`config.mk`:
```
export PLATFORM = sky130hd
export DESIGN_NAME = des_expand_mix
export DESIGN_NICKNAME = d
export VERILOG_FILES = /design/src/rtl/des_expand_mix.sv
export SDC_FILE = /design/constraint.sdc
export NUM_CORES = 1
export LEC_CHECK = 0
export BUFFER_PORTS_ARGS = -buffer_cell sky130_fd_sc_hd__buf_2
export CORE_UTILIZATION = 56
export DETAILED_ROUTE_END_ITERATION = 7
export PLACE_DENSITY = 0.85
export SLEW_MARGIN = 20
export SYNTH_ARGS = -nofsm -noshare
export SYNTH_HDL_FRONTEND = slang
export SYNTH_SLANG_ARGS = --single-unit
```
`constraint.sdc`:
```
create_clock -name Clk -period 3.4 [get_ports Clk]
set_input_delay 0.68 -clock Clk [delete_from_list [all_inputs] [get_ports Clk]]
set_output_delay 0.68 -clock Clk [all_outputs]
set_load 0.01 [all_outputs]
```
`src/rtl/des_expand_mix.sv`:
```
// DES round front end: E-expansion of the right half-block XORed with the round subkey,
// registered behind a two-entry (output + skid) elastic buffer, with a wrapping round tag.
module des_expand_mix #(
   parameter int ROUNDS = 16
) (
   input  logic        Clk,
   input  logic        Rst_n,
   input  logic        Start,
   input  logic [31:0] RIn,
   input  logic [47:0] KeyIn,
   input  logic        InValid,
   output logic        InReady,
   output logic [47:0] MixOut,
   output logic [3:0]  RoundOut,
   output logic        LastRound,
   output logic        OutValid,
   input  logic        OutReady
);

   localparam logic [3:0] LastTag = 4'(ROUNDS - 1);

   logic [47:0] expanded;
   logic [47:0] mixNew;

   logic        outValidReg,  outValidNext;
   logic [47:0] outMixReg,    outMixNext;
   logic [3:0]  outRoundReg,  outRoundNext;
   logic        outLastReg,   outLastNext;
   logic        skidValidReg, skidValidNext;
   logic [47:0] skidMixReg,   skidMixNext;
   logic [3:0]  skidRoundReg, skidRoundNext;
   logic        skidLastReg,  skidLastNext;
   logic        inReadyReg,   inReadyNext;
   logic [3:0]  roundCntReg,  roundCntNext;

   logic        accept;
   logic        drain;
   logic [3:0]  tagNow;
   logic        tagIsLast;

   // Group g takes DES bits 4g..4g+5 MSB first; bit 0 wraps to 32 and bit 33 wraps to 1.
   // DES bit b lives at RIn[32-b].
   for (genvar gi = 0; gi < 8; gi++) begin : gGroup
      for (genvar gk = 0; gk < 6; gk++) begin : gBit
         localparam int DesIdx = 4 * gi + gk;
         localparam int DesBit = (DesIdx == 0) ? 32 : ((DesIdx == 33) ? 1 : DesIdx);
         assign expanded[47 - 6 * gi - gk] = RIn[32 - DesBit];
      end
   end

   assign mixNew    = expanded ^ KeyIn;
   assign accept    = InValid && inReadyReg;
   assign drain     = outValidReg && OutReady;
   assign tagNow    = Start ? 4'd0 : roundCntReg;
   assign tagIsLast = (tagNow == LastTag);

   always_comb begin
      outValidNext  = outValidReg;
      outMixNext    = outMixReg;
      outRoundNext  = outRoundReg;
      outLastNext   = outLastReg;
      skidValidNext = skidValidReg;
      skidMixNext   = skidMixReg;
      skidRoundNext = skidRoundReg;
      skidLastNext  = skidLastReg;
      roundCntNext  = tagNow;

      if (accept) begin
         roundCntNext = tagIsLast ? 4'd0 : tagNow + 4'd1;
      end

      if (!outValidReg || drain) begin
         // Output slot frees up: skid item has priority so order stays FIFO.
         if (skidValidReg) begin
            outValidNext  = 1'b1;
            outMixNext    = skidMixReg;
            outRoundNext  = skidRoundReg;
            outLastNext   = skidLastReg;
            skidValidNext = 1'b0;
         end else if (accept) begin
            outValidNext = 1'b1;
            outMixNext   = mixNew;
            outRoundNext = tagNow;
            outLastNext  = tagIsLast;
         end else begin
            outValidNext = 1'b0;
         end
      end else if (accept) begin
         skidValidNext = 1'b1;
         skidMixNext   = mixNew;
         skidRoundNext = tagNow;
         skidLastNext  = tagIsLast;
      end

      // Ready comes from a flop so upstream never sees a path from OutReady.
      inReadyNext = !skidValidNext;
   end

   always_ff @(posedge Clk or negedge Rst_n) begin
      if (!Rst_n) begin
         outValidReg  <= 1'b0;
         outMixReg    <= '0;
         outRoundReg  <= '0;
         outLastReg   <= 1'b0;
         skidValidReg <= 1'b0;
         skidMixReg   <= '0;
         skidRoundReg <= '0;
         skidLastReg  <= 1'b0;
         inReadyReg   <= 1'b0;
         roundCntReg  <= '0;
      end else begin
         outValidReg  <= outValidNext;
         outMixReg    <= outMixNext;
         outRoundReg  <= outRoundNext;
         outLastReg   <= outLastNext;
         skidValidReg <= skidValidNext;
         skidMixReg   <= skidMixNext;
         skidRoundReg <= skidRoundNext;
         skidLastReg  <= skidLastNext;
         inReadyReg   <= inReadyNext;
         roundCntReg  <= roundCntNext;
      end
   end

   assign InReady   = inReadyReg;
   assign MixOut    = outMixReg;
   assign RoundOut  = outRoundReg;
   assign LastRound = outLastReg;
   assign OutValid  = outValidReg;

endmodule

```
Yosys cells after proc, flatten, opt, wreduce, memory -nomap -nowiden
Cells that the tools add are included.
{ "word_totals": {"out_inout_bits": 55, "latchBits": 0, "mem_bits_ro": 0, "mem_count": 0, "word_cells": 35, "inputBits": 85, "register_bits": 113, "mem_bits_rw": 0} }
{ "classes": {"order_cmp": 0, "reduce_logical": 8, "n_mux": 13, "n_div": 0, "n_bitwise": 2, "addsub": 1, "n_mul": 0, "eq_ne": 1, "shift": 0} }
{ "ops": {"columns": ["operator", "count"], "rows": [
  ["48-bit 2-to-1 mux", 2],
  ["48-bit XOR", 1],
  ["4-bit 2-to-1 mux", 5],
  ["1-bit 2-to-1 mux", 6],
  ["4-bit by 1-bit adder with 4-bit output, second input constant", 1],
  ["4-bit == test, second input constant", 1],
  ["2-bit AND reduction", 2],
  ["1-bit logical AND", 2],
  ["1-bit logical NOT", 2],
  ["2-bit nonzero test", 1],
  ["1-bit logical OR", 1],
  ["1-bit NOT", 1]
]} }

Logic depth before layout (Yosys ltp)
{ "logic_depth": {"depth_word": 4, "mapped_depth": 6, "depth_no_buf": 6} }

Worst setup path after synthesis
OpenSTA, ideal clock, no wires.
{ "synth_timing": {"path_kind": "input port to flip-flop", "startpoint": "input port InValid", "endpoint": "register outMixReg[27], in the netlist MixOut[27]", "required_time_ps": 3275, "cell_stages": 4, "setup_ps": 125, "t_arrival_ps": 1460, "path_slack_ps": 1815, "n_path_buf": 1, "cell_sequence": "a21o_1 nand2_4 buf_6 mux2_2"} }
{ "synth_between": {"elab_chain_cells": 3} }
{ "synth_lines": {"columns": ["item", "line_no", "text"], "rows": [
  ["start, declared", "11", "input logic InValid,"],
  ["1-bit logical AND", "52", "assign accept = InValid && inReadyReg;"],
  ["2-bit nonzero test (no line)", null, null],
  ["2-bit AND reduction (no line)", null, null],
  ["end signal, assigned", "113", "outMixReg <= outMixNext;"],
  ["end, declared", "26", "logic [47:0] outMixReg, outMixNext;"]
]} }
No other way between the ends.
A chain may end at the register's enable or synchronous reset.

Final worst setup path
{ "layout_timing": {"startpoint": "register skidValidReg", "endpoint": "register outMixReg[31], in the netlist MixOut[31]"} }
{ "layout_between": {"elab_chain_cells": 2, "elab_cells_between_ends": 3, "cone_classes": "mux (1); reduce/logical (2)"} }
{ "layout_lines": {"columns": ["item", "line_no", "text"], "rows": [
  ["start, declared", "29", "logic skidValidReg, skidValidNext;"],
  ["start signal, assigned", "116", "skidValidReg <= skidValidNext;"],
  ["2-bit nonzero test (no line)", null, null],
  ["2-bit AND reduction (no line)", null, null]
]} }
Parallel ways exist; a longest one is shown, timed or not.

==> impl_metrics.csv <==
group,metric,value,unit
floorplanning,core,8763,µm²
power_and_ir_drop,peakVddDrop,0.3945,mV
route,wl_per_cell,14.25,µm
placed_design,io_buffers,139,
run,cap_violations,0,
sta,period_needed,1803,ps
synthesis,synth_top_family_by_area,"multiplexers",
sta,rsz0062_at_grt,"false",
critical_path,crit_chain,"buf_4 > o21ai_0 > mux2_2",
critical_path,cp_data_required_time,3780,ps
floorplanning,boundaryPins,140,
synthesis,synthAdderAreaFrac,0.002446,
sta,final-max-slew-violation-count,0,
global_routing,grt_pass1_wl,17850,µm
synthesis,muxShareOfSynthArea,0.1228,
clock_network,clock_tree.root_cell,"clkbuf_8",
clock_network,cts_buffers,17,
critical_path,worstSetupEndpointType,"flip-flop",
synthesis,synth_nets,565,
synthesis,synth-xor-area-share,0.08562,
sta,fin_skew,7.839,ps
final_layout,final_cell_mix,"buf_2, dfrtp_1, o21ai_0, nand2_1, xnor2_1",
floorplanning,row_count,34,
final_layout,antenna_cells,0,
critical_path,critPathArrivalTime,2180,ps
synthesis,yosys_register_bits,113,
critical_path,critical_path_class,"reg -> reg",
critical_path,reg2reg_to,"MixOut[31]$_DFFE_PN0P_",
floorplanning,dieHeight,97.57,µm
global_routing,grt_max_degree,106,
sta,hold_viol,0,
synthesis,yosysSeqAreaShare,0.5528,
route,first_pass_iters,4,
synthesis,synth.cell_area,5115,µm²
sta,max_slew_margin,0.3878,
clock_network,insertion_delay,500,ps
power_and_ir_drop,power_leakage,2.957,nW
sta,finalSetupTns,0,ps
synthesis,synth_compound_area_frac,0.1091,
final_layout,drive_gt1_frac,0.3562,
clock_network,h-tree-depth,4,
final_layout,post-route-util,0.7264,
synthesis,syn_avg_cell_area,10.68,µm²
route,viasPerCell,5.248,
route,dr_total_vias,3852,
sta,setup-violations-final,0,
critical_path,rrSetupSlack,1600,ps
critical_path,r2r-start,"skidValidReg$_DFF_PN0_",
critical_path,crit_slowest_cell,"buf_4",
critical_path,critPathMaxFanout,105,
synthesis,synthSimpleGateAreaFrac,0.09393,
global_routing,grt_use_total,0.2360,
global_routing,overflow,0,
sta,fmax,554.6,MHz
synthesis,yosys.area.top_type,"dfrtp_1",
clock_network,cts-resized-gates,0,
sta,fin_crit_sh,0.5303,
final_layout,final_nets,699,
floorplanning,die-area,9520,µm²
route,antenna_left,0,
placed_design,post-dp-hpwl,6890,µm
synthesis,synth_cell_types,21,
critical_path,reg2reg_depth,3,
final_layout,areaGrowthSynthToFinish,24.46,%
min_path,hold_class,"in -> async",
synthesis,ys_top_cells_by_area,"dfrtp_1, o21ai_0, mux2_2",
route,drc_errors,0,
global_routing,grt_pass1_vias,3959,
clock_network,cts_tree,"done",
outcome,status,"finished, final reports clean",
clock_network,cts_max_path_buffers,2,
critical_path,critPathLaunchType,"flip-flop",
power_and_ir_drop,p_per_area,708.8,nW/µm²
final_layout,final_common_cell,"buf_2",
placed_design,place.gp.congestion,0.7696,
route,first_iter_violations,127,
clock_network,clkSinkCount,113,
synthesis,ys_warn_count,0,
clock_network,hold_buffers,0,
sta,worst_pin_slew,918.3,ps
synthesis,synth_top_area_frac,0.5528,
clock_network,cts_setup_buffers,0,
critical_path,max_stage_delay,700,ps
synthesis,synth_cells,479,
route,totalWireLength,10460,µm
floorplanning,die_x,97.57,µm
clock_network,clk_pin_slew,60,ps
floorplanning,start_util,0.5837,
global_routing,antenna_found_initial,0,
## cell usage after synthesis
library cell    n
a21o_1          1
a21oi_1         3
buf_2          13
buf_4           1
buf_6           5
clkbuf_1        9
dfrtp_1       113
ha_1            1
inv_1           2
mux2_1          7
mux2_2         47
mux2i_1         2
nand2_1       106
nand2_4         1
nand2b_1        3
nand3_1         2
nand4b_1        2
nor2b_1         3
o21ai_0       107
or3_1           1
xnor2_1        50
## kinds of logic after synthesis
group | Yosys count
buffers and inverters | 30
multiplexers | 56
AND/OR/NAND/NOR | 118
AO/OA/AOI/OAI | 111
flip-flops | 113
XOR/XNOR | 50
adder cells (fa/ha/maj) | 1
## sequential cells by signal, summed over array words and instances (netlist names)
name          flops
InReady           1
LastRound         1
MixOut           48
OutValid          1
RoundOut          4
roundCntReg       4
skidLastReg       1
skidMixReg       48
skidRoundReg      4
skidValidReg      1
## where the power goes
group,switching (W),internal (W)
clock,0.000631,0.000924
sequential,0.000209,0.00173
combinational,0.000531,0.000487
## per-stage QoR
step / hold WS [ps] / setup slack [ps] / cell area [µm²] / total power, W / instances
after CTS: 279.8 / 1594 / 6366 / 0.004551 / 734
after global placement: 461.3 / 1277 / 5829 / 0.002905 / 702
final: 257.1 / 1597 / 6366 / 0.004513 / 734
after detailed placement: 470.4 / 1246 / 5829 / 0.002982 / 702
after global routing: 316.1 / 1425 / 6366 / 0.004756 / 734
after floorplan: 384.4 / 1815 / 5115 / 0.002546 / 479
## worst max-delay path by stage
stage | startpoint | end | slack [ps]
after CTS | InReady$_DFF_PN0_ | InReady | 1590
final | skidValidReg$_DFF_PN0_ | MixOut[31]$_DFFE_PN0P_ | 1600
after floorplan | InValid | MixOut[27]$_DFFE_PN0P_ | 1820
after detailed placement | InValid | MixOut[37]$_DFFE_PN0P_ | 1250
after global routing | skidValidReg$_DFF_PN0_ | MixOut[34]$_DFFE_PN0P_ | 1430
after global placement | InValid | MixOut[10]$_DFFE_PN0P_ | 1280
## critical path, delay by kind of cell (launching register included)
kind                   cells  cell delay (ps)
muxes                      1              310
buffers and inverters      1              700
AOI/OAI and AO/OA          1              260
DFF                        1              360
## final cells by class
cell class | instances | area [µm²]
inverter | 2 | 7.507
clock buffer | 19 | 431.7
tap | 108 | 135.1
sequential | 113 | 2829
fill | 615 | 2397
clock inverter | 13 | 105.1
timing repair buffer | 143 | 740.7
multi-input combinational | 336 | 2117
## metal layers
layer  track usage  wire length [µm]  vias to the layer above
li1              -                 -                     1882
met1        0.2890              4362                     1834
met2        0.3954              5459                      112
met3       0.04964               377                       24
met4        0.1199               258                        0
met5             0                 0                        -
Power figures use the tool's default switching activity.
